[src/rtl/core_seq.sv]
// core_seq: multi-cycle fetch/decode/mem/writeback sequencer.
// Drives one shared memory port and the register-file write port.
module core_seq #(
    parameter logic [15:0] RESET_PC = 16'h0000
) (
    input  logic        clk,
    input  logic        rst,
    input  logic        run,
    output logic        mem_req,
    output logic        mem_we,
    output logic [15:0] mem_addr,
    output logic [15:0] mem_wdata,
    output logic [2:0]  mem_mode,
    input  logic        mem_ack,
    input  logic [15:0] mem_rdata,
    output logic [15:0] instr,
    output logic [15:0] pc,
    input  logic [15:0] ex_res,
    input  logic [15:0] ex_ram_addr,
    input  logic [15:0] ex_ram_write,
    input  logic [2:0]  ex_res_target,
    input  logic [2:0]  ex_ram_mode,
    input  logic        ex_res_from_ram,
    input  logic        ex_ram_op,
    input  logic        ex_halt,
    output logic        rf_we,
    output logic [2:0]  rf_waddr,
    output logic [15:0] rf_wdata,
    output logic        halted,
    output logic        retired
);

    typedef enum logic [2:0] {
        S_FETCH,
        S_DECODE,
        S_MEM,
        S_WB,
        S_HALT
    } state_t;

    state_t      state;
    logic [15:0] pc_q;
    logic [15:0] instr_q;
    logic [15:0] res_q;
    logic [15:0] ram_addr_q;
    logic [15:0] ram_write_q;
    logic [15:0] ld_data_q;
    logic [2:0]  target_q;
    logic [2:0]  ram_mode_q;
    logic        from_ram_q;
    logic        ram_op_q;
    logic        fetch_busy;
    logic [15:0] wb_data;

    assign pc      = pc_q;
    assign instr   = instr_q;
    assign wb_data = from_ram_q ? ld_data_q : res_q;

    // A fetch already on the bus keeps its request even if run drops.
    always_comb begin
        mem_req   = 1'b0;
        mem_we    = 1'b0;
        mem_addr  = pc_q;
        mem_wdata = 16'h0000;
        mem_mode  = 3'b000;
        rf_we     = 1'b0;
        rf_waddr  = 3'd0;
        rf_wdata  = 16'h0000;
        halted    = 1'b0;
        retired   = 1'b0;
        case (state)
            S_FETCH: begin
                mem_req = !rst && (run || fetch_busy);
            end
            S_MEM: begin
                mem_req   = !rst;
                mem_we    = ram_op_q;
                mem_addr  = ram_addr_q;
                mem_wdata = ram_write_q;
                mem_mode  = ram_mode_q;
            end
            S_WB: begin
                retired  = 1'b1;
                rf_we    = target_q[2] | target_q[1];
                rf_waddr = target_q;
                rf_wdata = wb_data;
            end
            S_HALT: begin
                halted = 1'b1;
            end
            default: begin
            end
        endcase
    end

    always_ff @(posedge clk) begin
        if (rst) begin
            state       <= S_FETCH;
            pc_q        <= RESET_PC;
            instr_q     <= 16'h0000;
            res_q       <= 16'h0000;
            ram_addr_q  <= 16'h0000;
            ram_write_q <= 16'h0000;
            ld_data_q   <= 16'h0000;
            target_q    <= 3'd0;
            ram_mode_q  <= 3'd0;
            from_ram_q  <= 1'b0;
            ram_op_q    <= 1'b0;
            fetch_busy  <= 1'b0;
        end else begin
            case (state)
                S_FETCH: begin
                    if (mem_req && mem_ack) begin
                        instr_q    <= mem_rdata;
                        fetch_busy <= 1'b0;
                        state      <= S_DECODE;
                    end else begin
                        fetch_busy <= mem_req;
                    end
                end
                S_DECODE: begin
                    res_q       <= ex_res;
                    ram_addr_q  <= ex_ram_addr;
                    ram_write_q <= ex_ram_write;
                    target_q    <= ex_res_target;
                    ram_mode_q  <= ex_ram_mode;
                    from_ram_q  <= ex_res_from_ram;
                    ram_op_q    <= ex_ram_op;
                    if (ex_halt)
                        state <= S_HALT;
                    else if (ex_res_from_ram)
                        state <= S_MEM;
                    else
                        state <= S_WB;
                end
                S_MEM: begin
                    if (mem_ack) begin
                        if (!ram_op_q)
                            ld_data_q <= mem_rdata;
                        state <= S_WB;
                    end
                end
                S_WB: begin
                    if (target_q == 3'd1)
                        pc_q <= wb_data;
                    else
                        pc_q <= pc_q + 16'd1;
                    state <= S_FETCH;
                end
                S_HALT: begin
                    state <= S_HALT;
                end
                default: begin
                    state <= S_FETCH;
                end
            endcase
        end
    end

endmodule

[config.mk]
export PLATFORM = sky130hd
export DESIGN_NAME = core_seq
export DESIGN_NICKNAME = d
export VERILOG_FILES = /design/src/rtl/core_seq.sv
export SDC_FILE = /design/constraint.sdc
export NUM_CORES = 1
export LEC_CHECK = 0
export CAP_MARGIN = 15
export CELL_PAD_IN_SITES_DETAIL_PLACEMENT = 1
export CELL_PAD_IN_SITES_GLOBAL_PLACEMENT = 1
export CORE_UTILIZATION = 37
export CTS_BUF_LIST = sky130_fd_sc_hd__clkbuf_8
export CTS_CLUSTER_DIAMETER = 200
export DETAILED_ROUTE_END_ITERATION = 7
export PLACE_DENSITY_LB_ADDON = 0.1
export RECOVER_POWER = 100
export SYNTH_ARGS = -nofsm -noshare
export SYNTH_HDL_FRONTEND = slang
export SYNTH_SLANG_ARGS = --single-unit
[constraint.sdc]
create_clock -name clk -period 2.89 [get_ports clk]
set_clock_uncertainty 0.15 [all_clocks]
set_input_delay 0.289 -clock clk [delete_from_list [all_inputs] [get_ports clk]]
set_output_delay 0.289 -clock clk [all_outputs]
set_load 0.05 [all_outputs]
==> results.md <==
* CTS tree: built
* Post-detail-place hpwl at 11.52 mm
* Most common library cell in the layout ignoring fill and taps: nand2_1
* Root buffer cell: clkbuf_8
* Commonest register cell after synthesis: dfxtp_1
* WL final at 15.72 mm
* Largest area contributor in the netlist: dfxtp_1
* Syn Area/Cell at 8.309 um^2
* Bufs on Longest Clock Path at 2
* Unique masters post-synth at 44
* DIE WIDTH at 117.9 um
* # IOs at 168
* R2R Path End: ram_write_q[12]
* Share of layout cells above drive strength 1 at 0.1287
* Cell family with most CP delay: buffers and inverters
* Yosys reg bits at 108
* Number of cells on the critical path at 5
* Clk_lat worst skew at 0.38 ns
* Inserted Diodes at 0
* Setup-failing EPs final at 0
* CTS H-tree lvls at 3
* Post-Syn Area at 0.004969 mm^2
* Crit path kind: reg2out
* Worst path arrival time at 2.28 ns
* Post-synth top area share at 0.4352
* Die area at 0.01390 mm^2
* Critical path buffers and inverters at 3
* Startpoint class of the critical path: flip-flop
* Sink Count at between 100 and 150
* Critical path capture point: mem_mode[1]
* Hold slack final at 0.2970 ns
* Total global-route track usage at 0.2323
* Worst EP required at around 2.5 ns
* R2r setup slk at 0.25 ns
* Placed cell area at 0.007047 mm^2
* Critical Path Sink Type: output pin
* Antenna-violating nets left at 0
* Relative slew slack at 0.1700
* Post-CTS Setup Inserts at 0
* Post-synth EDFFs at 0
* Initial core utilization at 0.3859
* M1 wire length at 6.982 mm
* Largest cells by area after synthesis: dfxtp_1, mux2i_1, nand2_1
* Pin count of the biggest net entering global routing at 58
* Post_cts resized at 0
* GRT overflow at 0
* DRC at 0
* Crit-path max FO at 34
* Leak pwr at 2.726 nW
* Slowest CP cell: dfxtp_1
* Clock slew at reported path FFs at ~0.1 ns
* Period utilization at 0.9392
* Total Nets Final at 820
* Maximum vdd drop at 330.0 uV
* 1st-iter DRT viols at 258
* Worst Setup SP: state[1]
* Slowest stage delay, CP at 0.63 ns
* Gate Count Post-Synth at 598
* Synth warnings at 0
* WL per Instance at roughly 17 um
* Post-route minimum period at 2.714 ns
* Hold Fails Final Rpt at 0
* IO buf count at ~170
* Finished layout cell area at about 0.0070 mm^2
* Highest routed layer: met4
* Status: finished clean
* Reg2Reg Depth at 4
* RSZ-0062 raised after global routing: false
* Hold Crit Class: in2reg
* Syn Nets at just under 700
* Core ar. at 0.01288 mm^2
* R2R Path Start: state[2]
* Most frequent cells in the layout: nand2_1, dfxtp_1, clkdlybuf4s50_1
* Total negative slack at 0 ns
* CP most frequent cell: buf_4
* Met3 WL at 629 um
* Worst-margin pin slew at 1.245 ns
* Die height at 117.9 um
* Worst path cell trace: nor3b_4 > buf_4 > buf_4 > and2_0 > buf_12
* Global placement routability congestion at 0.8291
* 1st-pass router iterations at 4
* Sequential area share after synthesis at 0.4352
* CTS Buf Count at 9
* Peak Freq at 368.4 MHz
* FP Rows at 41
* Post-synthesis async set-or-reset flop share at 0
* Max-slew violations at 0
* Max cap viols at 0
* Hold-fix buffers at CTS at 0
* Pwr per Cell Area at 457.4 mW/mm^2
* Metal2 WL at 7.991 mm
* Area growth from synthesis to layout at 40.95%
* Drt via density at between 5 and 6
* Vias in the first global route at between 5000 and 6000
* Initial antenna violation count at 0
* Vias at ~4800
* Global-route wire length before repair at 25.79 mm
where the power goes:
group | leakage (nW) | total, W | switching (W) | internal [W]
registers | 0.877 | 0.00164 | 0.0000741 | 0.00157
clock network | 0.104 | 0.000932 | 0.000515 | 0.000417
logic | 1.75 | 0.000627 | 0.000367 | 0.000259
area by class of cell:
type                    count  area (um^2)
fillers                  1505         5873
multi-input cells         440         2525
well taps                 172        215.2
clock inverters             5        52.55
clock buffers              10        137.6
flip-flops and latches    108         2162
repair buffers            179         1896
inverters                   4        15.01
stage by stage:
step / setup slack [ns] / total power (W) / instances / utilization
2_1_floorplan: 0.4079 / 0.002064 / 598 / -
3_3_place_gp: 0.5741 / 0.002298 / 903 / 0.5473
3_5_place_dp: 0.5596 / 0.002322 / 903 / 0.5473
4_1_cts: 0.1349 / 0.003253 / 918 / 0.5620
5_1_grt: 0.01434 / 0.003352 / 918 / 0.5439
6_report: 0.1757 / 0.003203 / 918 / 0.5439
cell usage after synthesis (3+ instances only):
cell        n
buf_2      13
and2_1     24
nand3_1     6
mux2i_1    53
a211oi_1    3
a22oi_1     4
buf_6       8
a21oi_1    74
nor3_1     11
nor4_1      7
nor2_1     66
clkbuf_1   19
nor3b_2     3
buf_4       5
o21ai_0    10
inv_1       3
nand2_1   131
mux2_2     14
dfxtp_1   108
nand4_1     3
metal layers:
metal | track usage | vias up
met4 | 0.04567 | 0
met2 | 0.4232 | 96
li1 | - | 2308
met3 | 0.05959 | 8
met1 | 0.2725 | 2345
met5 | 0 | -
worst register-to-register path: stages, from the launching register on:
cell and delay (ns):
dfxtp_1 0.66, or3b_1 0.88, clkbuf_4 0.57, nand2_1 0.13
a21oi_1 0.16
worst min-delay path by stage:
stage / startpoint / cells past startpoint / to
5_1_grt: ex_ram_write[14] / 3 / ram_write_q[14]
3_5_place_dp: ram_write_q[9] / 2 / ram_write_q[9]
3_3_place_gp: ram_write_q[1] / 2 / ram_write_q[1]
6_report: ex_ram_write[9] / 3 / ram_write_q[9]
2_1_floorplan: mem_ack / 1 / fetch_busy
4_1_cts: rst / 2 / instr[9]
cell families (layout without fill, tap and decap cells):
group / Yosys count / in the layout / synth area share
compound gates: 104 / 104 / 0.1191
fa+ha+maj: 1 / 1 / 0.002518
mux: 67 / 67 / 0.1385
buf+inv: 50 / 198 / 0.05918
simple gates: 268 / 268 / 0.2455
flops: 108 / 108 / 0.4352
sequential cells by signal, summed over array words and instances, names as in the netlist:
register     flops
fetch_busy       1
from_ram_q       1
instr           16
ld_data_q       16
pc              16
ram_addr_q      16
ram_mode_q       3
ram_op_q         1
ram_write_q     16
res_q           16
state            3
target_q         3
(Power assumes the default switching activity.)
